===== src/rtl/am_seq_pkg.sv =====
// Shared definitions for the addressing-mode sequencer: opcodes, instruction
// field positions, FSM state encoding and opcode classification predicates.
package am_seq_pkg;

  localparam logic [3:0] OP_NONE = 4'b0000;
  localparam logic [3:0] OP_MOV  = 4'b1011;
  localparam logic [3:0] OP_MVI  = 4'b1100;
  localparam logic [3:0] OP_LDA  = 4'b1101;
  localparam logic [3:0] OP_HALT = 4'b1111;

  localparam int OPC_HI = 15;
  localparam int OPC_LO = 12;
  localparam int OP1_HI = 11;
  localparam int OP1_LO = 9;
  localparam int OP2_HI = 8;
  localparam int OP2_LO = 6;

  typedef enum logic [2:0] {
    S_IDLE,
    S_FETCH,
    S_DECODE,
    S_FETCH2,
    S_RDREG,
    S_EXEC,
    S_WB,
    S_HALTED
  } state_e;

  // Opcodes whose operand is the second instruction word.
  function automatic logic needs_imm(input logic [3:0] opc);
    return (opc == OP_MVI) || (opc == OP_LDA);
  endfunction

  function automatic logic needs_rdreg(input logic [3:0] opc);
    return opc == OP_MOV;
  endfunction

endpackage


===== src/rtl/am_seq_decode.sv =====
// Combinational opcode classifier for the addressing-mode sequencer.
module am_seq_decode
  import am_seq_pkg::*;
(
  input  logic [3:0] opcode_i,
  output logic       is_mov_o,
  output logic       is_imm_o,
  output logic       is_halt_o,
  output logic       is_illegal_o
);

  assign is_mov_o     = needs_rdreg(opcode_i);
  assign is_imm_o     = needs_imm(opcode_i);
  assign is_halt_o    = (opcode_i == OP_HALT);
  assign is_illegal_o = !(is_mov_o || is_imm_o || is_halt_o);

endmodule


===== src/rtl/am_sequencer.sv =====
// Multi-cycle MOV/MVI/LDA/HALT sequencer feeding the addressing-mode unit.
// Optional AM_SEQ_ILLEGAL_TRAP_EN: illegal opcodes halt instead of acting as NOPs.
module am_sequencer
  import am_seq_pkg::*;
#(
  parameter int               ADDR_W   = 16,
  parameter int               DATA_W   = 16,
  parameter int               REG_AW   = 3,
  parameter logic [ADDR_W-1:0] RESET_PC = '0
) (
  input  logic              clk,
  input  logic              rst,
  input  logic              start,
  output logic              imem_req,
  output logic [ADDR_W-1:0] imem_addr,
  input  logic              imem_valid,
  input  logic [DATA_W-1:0] imem_rdata,
  output logic [REG_AW-1:0] rf_raddr,
  input  logic [DATA_W-1:0] rf_rdata,
  output logic              rf_we,
  output logic [REG_AW-1:0] rf_waddr,
  output logic [DATA_W-1:0] rf_wdata,
  output logic [3:0]        am_opcode,
  output logic [DATA_W-1:0] am_op2_data,
  output logic [DATA_W-1:0] am_op1_regaddr,
  output logic [DATA_W-1:0] am_op2_regaddr,
  input  logic [DATA_W-1:0] am_outdata,
  input  logic [DATA_W-1:0] am_outregaddr,
  output logic [ADDR_W-1:0] pc,
  output logic              busy,
  output logic              halted,
  output logic              illegal_op
);

  state_e              state_q, state_d;
  logic [ADDR_W-1:0]   pc_q;
  logic [DATA_W-1:0]   instrReg_q;
  logic                imemReq_q, busy_q, halted_q, illegal_q, rfWe_q;
  logic [REG_AW-1:0]   wbAddr_q;
  logic [DATA_W-1:0]   wbData_q;
  logic [3:0]          amOpcode_q;
  logic [DATA_W-1:0]   amOp2Data_q, amOp1Reg_q, amOp2Reg_q;

  logic [3:0]          opcode;
  logic [REG_AW-1:0]   op1Field;
  logic                isMov, isImm, isHalt, isIllegal;
  logic                fetchDone;
  logic                unusedBits;

  assign opcode    = instrReg_q[OPC_HI:OPC_LO];
  assign op1Field  = instrReg_q[OP1_HI:OP1_LO];
  assign fetchDone = ((state_q == S_FETCH) || (state_q == S_FETCH2)) && imem_valid;
  assign unusedBits = ^{instrReg_q[OP2_LO-1:0], am_outregaddr[DATA_W-1:REG_AW]};

  am_seq_decode u_decode (
    .opcode_i     (opcode),
    .is_mov_o     (isMov),
    .is_imm_o     (isImm),
    .is_halt_o    (isHalt),
    .is_illegal_o (isIllegal)
  );

  always_comb begin
    state_d = state_q;
    unique case (state_q)
      S_IDLE:   if (start) state_d = S_FETCH;
      S_FETCH:  if (imem_valid) state_d = S_DECODE;
      S_DECODE: begin
        if (isMov)       state_d = S_RDREG;
        else if (isImm)  state_d = S_FETCH2;
        else if (isHalt) state_d = S_HALTED;
        else begin
`ifdef AM_SEQ_ILLEGAL_TRAP_EN
          state_d = S_HALTED;
`else
          state_d = S_FETCH;
`endif
        end
      end
      S_FETCH2: if (imem_valid) state_d = S_EXEC;
      S_RDREG:  state_d = S_EXEC;
      S_EXEC:   state_d = S_WB;
      S_WB:     state_d = S_FETCH;
      S_HALTED: state_d = S_HALTED;
      default:  state_d = S_IDLE;
    endcase
  end

  // Status outputs are registered from the next state so they line up with state_q.
  always_ff @(posedge clk or posedge rst) begin
    if (rst) begin
      state_q     <= S_IDLE;
      pc_q        <= RESET_PC;
      instrReg_q  <= '0;
      imemReq_q   <= 1'b0;
      busy_q      <= 1'b0;
      halted_q    <= 1'b0;
      illegal_q   <= 1'b0;
      rfWe_q      <= 1'b0;
      wbAddr_q    <= '0;
      wbData_q    <= '0;
      amOpcode_q  <= OP_NONE;
      amOp2Data_q <= '0;
      amOp1Reg_q  <= '0;
      amOp2Reg_q  <= '0;
    end else begin
      state_q   <= state_d;
      imemReq_q <= (state_d == S_FETCH) || (state_d == S_FETCH2);
      busy_q    <= (state_d != S_IDLE) && (state_d != S_HALTED);
      halted_q  <= (state_d == S_HALTED);
      rfWe_q    <= (state_d == S_WB);

      if (fetchDone) pc_q <= pc_q + ADDR_W'(1);
      if ((state_q == S_FETCH) && imem_valid) instrReg_q <= imem_rdata;
      if ((state_q == S_DECODE) && isIllegal) illegal_q <= 1'b1;

      // Operands are loaded on EXEC entry and held until WB completes.
      if (state_d == S_EXEC) begin
        amOpcode_q  <= opcode;
        amOp1Reg_q  <= {{(DATA_W-REG_AW){1'b0}}, op1Field};
        amOp2Data_q <= (state_q == S_RDREG)  ? rf_rdata   : '0;
        amOp2Reg_q  <= (state_q == S_FETCH2) ? imem_rdata : '0;
      end else if (state_d != S_WB) begin
        amOpcode_q  <= OP_NONE;
        amOp1Reg_q  <= '0;
        amOp2Data_q <= '0;
        amOp2Reg_q  <= '0;
      end

      if (state_q == S_EXEC) begin
        wbData_q <= am_outdata;
        wbAddr_q <= am_outregaddr[REG_AW-1:0];
      end
    end
  end

  assign imem_req       = imemReq_q;
  assign imem_addr      = pc_q;
  assign rf_raddr       = instrReg_q[OP2_HI:OP2_LO];
  assign rf_we          = rfWe_q;
  assign rf_waddr       = wbAddr_q;
  assign rf_wdata       = wbData_q;
  assign am_opcode      = amOpcode_q;
  assign am_op2_data    = amOp2Data_q;
  assign am_op1_regaddr = amOp1Reg_q;
  assign am_op2_regaddr = amOp2Reg_q;
  assign pc             = pc_q;
  assign busy           = busy_q;
  assign halted         = halted_q;
  assign illegal_op     = illegal_q;

endmodule

===== config.mk =====
export PLATFORM = sky130hd
export DESIGN_NAME = am_sequencer
export DESIGN_NICKNAME = d
export VERILOG_FILES = /design/src/rtl/am_seq_pkg.sv /design/src/rtl/am_seq_decode.sv /design/src/rtl/am_sequencer.sv
export SDC_FILE = /design/constraint.sdc
export NUM_CORES = 1
export LEC_CHECK = 0
export ABC_AREA = 1
export BUFFER_PORTS_ARGS = -buffer_cell sky130_fd_sc_hd__buf_2
export CORE_MARGIN = 8
export CORE_UTILIZATION = 35
export DETAILED_ROUTE_END_ITERATION = 10
export PLACE_DENSITY_LB_ADDON = 0.2
export SLEW_MARGIN = 20
export SYNTH_ARGS = -nofsm -noshare
export SYNTH_HDL_FRONTEND = slang
export SYNTH_SLANG_ARGS = --single-unit

===== constraint.sdc =====
create_clock -name clk -period 4.4 [get_ports clk]
set_input_delay 0.88 -clock clk [delete_from_list [all_inputs] [get_ports clk]]
set_output_delay 0.88 -clock clk [all_outputs]
set_load 0.02 [all_outputs]

==> results of run 1 <==
Yosys cell counts, drive strengths merged, types with 5 or more instances:
library cell / instances
nor2: 43
dfrtp: 92
buf: 47
inv: 40
clkbuf: 6
xor2: 5
a32o: 16
nand4: 24
o21ai: 15
xnor2: 5
nand2: 166
nand3: 12
per-layer routing:
| metal | routed length [µm] | vias to the layer above |
|---|---|---|
| met5 | 0 | - |
| met3 | 889 | 6 |
| met4 | 104 | 0 |
| met1 | 4758 | 1658 |
| met2 | 5362 | 95 |
| li1 | - | 1735 |
through the flow:
stage / util, % / total power [mW] / cells / instance area (µm²) / worst slack (ns)
floorplan: - / 0.8962 / 492 / 4279 / 1.128
detailed placement: 40.89 / 0.9187 / 740 / 4871 / 1.487
finish: 43.58 / 1.724 / 756 / 5191 / 1.474
CTS: 43.57 / 1.749 / 756 / 5190 / 1.476
global placement: 40.89 / 0.9187 / 740 / 4871 / 1.524
global route: 43.58 / 1.799 / 756 / 5191 / 1.166
worst max-delay path, cell delays in order (launching register included):
cell and delay (ns):
dfrtp_1 0.70, nand2_1 0.71, clkinv_2 0.87, a32o_1 0.50
final timing paths:
| kind | start | end | depth (start not counted) |
|---|---|---|---|
| min | illegal_op | illegal_op | 1 |
| max in group asynchronous | rst | rf_waddr[0] | 3 |
| max | state_q[2] | am_op2_data[0] | 3 |
| min reg2reg | illegal_op | illegal_op | 1 |
| max reg2reg | state_q[2] | am_op2_data[0] | 3 |
| min in group asynchronous | rst | imem_addr[0] | 2 |
logic make-up after synthesis:
kind of cell,count (synthesis),share of synthesized area (%)
AOI/OAI and AO/OA,36,6.649
xor gates and xnor gates,10,2.068
adders and majority gates,1,0.2955
buffers and inverters,93,12.26
DFF,92,54.37
other,1,0.08857
and+or+nand+nor,247,24.26
cell type report:
type	instances	share of cell area, %
flip-flops and latches	92	44.35
multi-input cells	307	28.08
repair buffers	154	14.94
clock buffers	12	4.748
well taps	147	3.543
inverters	40	2.940
clock inverters	4	1.398
registers in the layout, summed over array words and instances (netlist names), 3 cells and up:
register and cells:
instrReg_q 10, am_op2_data 16, am_op2_regaddr 16, am_op1_regaddr 3, imem_addr 16, rf_waddr 3
am_opcode 4, state_q 3, rf_wdata 16
power groups by stage:
stage	logic (mW)	registers, mW	clock network (mW)
3_3_place_gp	0.0571	0.862	0
4_1_cts	0.0573	0.846	0.846
3_5_place_dp	0.0572	0.862	0
6_report	0.0560	0.846	0.822
2_1_floorplan	0.0346	0.862	0
5_1_grt	0.0647	0.845	0.889
==> results.md, run 1 <==
* Max Cap Viol at 0
* Fillers at 1238
* Die extent in x at 126.0 µm
* Grt total ovfl at 0
* Clock latency on the worst-skew pair at 0.33 ns
* Comb pwr share at 3.2%
* Row Count at 40
* Commonest non-fill, non-tap cell in the layout: nand2_1
* Synth top area share at 54.37%
* # IOs at 179
* Clk pwr share at 47.7%
* Fin crit share at 66.50%
* CP Max Fanout at between 50 and 60
* Worst Setup Path Type: register to register
* First-pass GRT wire length at 18.37 mm
* Cell variety after synth at 27
* Post-CTS Resized at 0
* Layout cell share with drive strength beyond 1 at 29.39%
* Total CTS buffers at 9
* Synth Flop Type: dfrtp_1
* Power Density at 332.1 mW/mm²
* Synthesis Warnings at 0
* Fmax at 341.8 MHz
* Synth Register Bits at 92
* # hold bufs at CTS at 0
* Crit path DAT at 3.14 ns
* CP endpoint kind: register
* Drt wl/cell at about 15 µm
* Switch share at between 20% and 30%
* Final setup TNS at 0 ns
* Status: finished, final reports clean
* Met1 GRT Util at between 10% and 20%
* Register area at 0.002302 mm²
* Synth Cell Area at 0.004234 mm²
* Worst path required time at 4.62 ns
* Sw Pwr at between 300 and 400 µW
* Worst min-delay path category: register to register
* Setup violators final at 0
* Routed WL at 11.11 mm
* GRT Total Usage at 14.27%
* Worst vdd ir at around 0.15 mV
* Fin. Hold Viols at 0
* Final #Nets at just under 700
* Vias per cell at 4.622
* P_leak at 2.881 nW
* Clock Sinks at between 90 and 100
* M3 GR Usage at 5.865%
* Slew Viols, Final at 0
* Async S/R FF share, synth at 100.0%
* Number of flops mapped to enable cells by yosys at 0
* Crit start category: register
* Final ANT Viol Nets at 0
* Synth Instances at 480
* Deepest clock path buffer count at 2
* Seq/Total Area, Yosys at around 54%
* Flop pwr share at 49.1%
* Core area at 0.01191 mm²
* Diodes inserted at 0
* Vias post-DR at 3494
* CTS tree: built
* WHS at ~0.47 ns
* Area grow syn2layout at 22.61%
* Average size of a mapped cell at 8.821 µm²
* Die extent in y at 126.0 µm
* Worst Skew at 0.005953 ns
* H-Tree Depth at 3
* IO buf count at roughly 150
* Rel. slew slack at a little over two fifths
* Worst-Margin Slew at 0.8652 ns
* Largest net degree at the start of global routing at 60
* Met2 usage in global routing at 23.71%
* Commonest cells after routing, fill and taps aside: 164 x nand2_1, 152 x buf_2, 92 x dfrtp_1
* Fin crit period at 2.926 ns
* Setup bufs post-CTS at 0
* Most crowded layer after global routing: met2
* RSZ-0062 raised after global routing: no
* Initial antenna violation count at 0
* CTS Root Buffer Type: clkbuf_16
* Reg2reg setup slack at approximately 1.5 ns
* DRC at 0
* Top cells by area, synth: dfrtp_1 54%, nand2_1 15%, buf_4 6.6%
* Hpwl dp at 8.038 mm
* Area of the multi-input gates at between 0.001 and 0.0015 mm²
* Starting Density at 35.55%
* Drt first-iter violations at 203
* Post-synth top area cell: dfrtp_1
* Internal power at roughly 1.4 mW
* Routability cong. at 0.8040
* Number of global-route vias before repair at 3691
* Drt first pass iters at 4
* Die area at 0.01587 mm²
* Clk slew on worst S/H paths at 0.06 ns
No activity file was read; power rests on OpenSTA's default activity.
==> run 2: changes to the inputs <==
- ABC_AREA: 1 -> 0
- clock period: 4.4 -> 2.49 ns (I/O delays scaled with it)
==> run 2 against run 1 <==
Core utilization rose by 1.3 points. Synthesized area fell by 6.9%. Clock skew rose by 0.0027 ns. Critical endpoint is now rf_wdata[8]. Count of clock-buffer cells in the layout fell by 3. Maximum frequency rose by 56%. Worst setup slack got worse by 0.86 ns. Synthesized cell count fell by 39%. Global-route usage fell by 2.0 points. Hold slack got worse by 0.16 ns. Highest routed layer unchanged. Cell area fell by 5.4%.
==> results.md, run 2 <==
* Setup bufs post-CTS at 0
* Comb pwr share at 38.3%
* Vias per cell at 4.626
* GRT Total Usage at between 10% and 20%
* RSZ-0062 raised after global routing: no
* Worst Setup Path Type: register to register
* Synth top area share at 58.43%
* Clock Sinks at 92
* Max Cap Viol at 0
* Clk pwr share at 21.8%
* Synthesis Warnings at 0
* Internal power at 3.586 mW
* Routability cong. at 0.7240
* Die area at ~0.015 mm²
* Hpwl dp at about 6.9 mm
* Crit path cell chain: and3b_2 > buf_12 > mux2_2
* Placed insts at around 550
* Drt wl/cell at 16.12 µm
* Flop pwr share at 39.9%
* IO buf count at between 150 and 200
* Final #Nets at 494
* Starting Density at 36.03%
* Synth Register Bits at 92
* FF-to-FF path depth at 3
* CTS Root Buffer Type: clkbuf_16
* Average size of a mapped cell at 13.54 µm²
* Initial antenna violation count at 0
* Final ANT Viol Nets at 0
* Sw Pwr at between 2 and 2.5 mW
* Commonest non-fill, non-tap cell in the layout: buf_2
* CP endpoint kind: register
* Post-CTS Resized at 0
* Worst min-delay path category: input pin to async pin
* Switch share at 38.87%
* Synth Cell Area at ~0.004 mm²
* Worst r2r dst: rf_wdata[8]
* Post-synth top area cell: dfrtp_1
* Async S/R FF share, synth at 100.0%
* Number of global-route vias before repair at 2815
* DRC at 0
* H-Tree Depth at 3
* Clk slew on worst S/H paths at 0.07 ns
* Final setup margin at 0.6161 ns
* Fin crit share at 75.26%
* Crit start category: register
* Worst path required time at about 2.7 ns
* Drt first pass iters at 4
* Fmax at 533.6 MHz
* CP Max Fanout at 34
* Worst slack, placed at ~0.61 ns
* Die extent in x at approximately 120 µm
* Core area at 0.01094 mm²
* Top cells by area, synth: dfrtp_1 58%, a22o_1 7.1%, buf_4 6.3%
* Final setup TNS at 0 ns
* Crit path launch: state_q[1]
* Worst-Margin Slew at roughly 0.68 ns
* Synth Flop Type: dfrtp_1
* Slew Viols, Final at 0
* Deepest clock path buffer count at 2
* Synth Instances at 291
* Slowest stage delay, CP at 0.60 ns
* # hold bufs at CTS at 0
* CTS tree: built
* Drt first-iter violations at about 120
* Layout cell share with drive strength beyond 1 at between 50% and 60%
* WHS at 0.3101 ns
* Largest net degree at the start of global routing at 56
* Reg2reg setup slack at 0.62 ns
* Diodes inserted at 0
* Power Density at 1195 mW/mm²
* Fin. Hold Viols at 0
* # IOs at 179
* Worst vdd ir at roughly 0.46 mV
* Rel. slew slack at 54.51%
* Total power at 5.865 mW
* Setup violators final at 0
* Row Count at 38
* Fin crit period at 1.874 ns
* Number of flops mapped to enable cells by yosys at 0
* Routed WL at around 9 mm
* Top post-synthesis cells by count: 92 x dfrtp_1, 33 x buf_4, 32 x a22o_1
* Commonest cells after routing, fill and taps aside: 152 x buf_2, 92 x dfrtp_1, 32 x a22o_1
* Most frequent cell after synthesis: dfrtp_1
* Status: finished, final reports clean
* Crit path DAT at 2.08 ns
* Clock latency on the worst-skew pair at 0.33 ns
* Worst Skew at 0.008675 ns
* Cell variety after synth at 44
* Finished Layout Cells at 570
* Total CTS buffers at 9
* Seq/Total Area, Yosys at 58.43%
* First-pass GRT wire length at 14.63 mm
* Grt total ovfl at 0
* FF-to-FF Start: state_q[1]
* Vias post-DR at 2637
* Crit-path slowest cell: and3b_2
* Area grow syn2layout at 24.61%
* P_leak at between 2 and 3 nW
* Die extent in y at around 120 µm
==> run 2: changes by cell type after synthesis, sizes merged, moves of 5 or more <==
cell	change
nand2	-145
nor2	-37
inv	-35
a22o	+32
mux2	+30
nand4	-20
a32o	-16
o21ai	-11
o22ai	+8
nand3	-6
xnor2	+6
clkbuf	-5
==> run 2: through the flow <==
step                      utilization [%]  area (µm²)
final                               44.90        4910
after global routing                44.90        4910
after CTS                           44.90        4910
after detailed placement            42.31        4627
after global placement              42.31        4627
after floorplan                         -        3989
==> run 2: cells by family (layout without fill, tap and decap cells) <==
family / after synthesis / in the layout / share of synthesized area, %
fa+ha+maj: 1 / 1 / 0.3175
simple gates: 52 / 52 / 8.828
xor+xnor: 16 / 16 / 3.747
buf+inv: 51 / 178 / 9.336
mux: 30 / 30 / 9.336
other cells: 1 / 13 / 0.09518
compound gates: 48 / 48 / 9.908
flops: 92 / 92 / 58.43
==> run 2: worst max path at each step <==
stage / to / depth (start not counted)
3_3_place_gp: rf_wdata[7] / 3
5_1_grt: rf_wdata[3] / 3
4_1_cts: rf_wdata[8] / 3
2_1_floorplan: am_op1_regaddr[0] / 1
3_5_place_dp: rf_wdata[13] / 3
6_report: rf_wdata[8] / 3
==> run 2: power by group through the flow <==
stage / combinational [mW] / clock (mW) / sequential [mW]
finish: 2.25 / 1.28 / 2.34
global route: 2.45 / 1.38 / 2.42
CTS: 2.30 / 1.33 / 2.35
detailed placement: 2.30 / 0 / 2.36
global placement: 2.27 / 0 / 2.35
floorplan: 1.29 / 0 / 2.74
==> run 2: worst max-delay path, delay by kind of cell (launching register included) <==
family                 cells  cell delay, ns
multiplexers               1            0.36
flip-flops                 1            0.52
AND/OR/NAND/NOR            1            0.60
buffers and inverters      1            0.26
==> run 2: area by class of cell <==
| class | instances | area [µm²] |
|---|---|---|
| fill | 1046 | 6026 |
| sequential | 92 | 2302 |
| multi-input combinational | 160 | 1316 |
| timing repair buffer | 157 | 810.8 |
| clock buffer | 9 | 225.2 |
| tap | 140 | 175.2 |
| clock inverter | 7 | 57.56 |
| inverter | 5 | 22.52 |
==> run 2: per-layer routing <==
layer | track usage (%) | part of all wire, % | routed length (µm)
met1 | 15.32 | 43 | 3952
met2 | 20.09 | 48 | 4369
met3 | 3.887 | 8.7 | 798
met4 | 3.427 | 0.74 | 68
met5 | 0 | 0 | 0
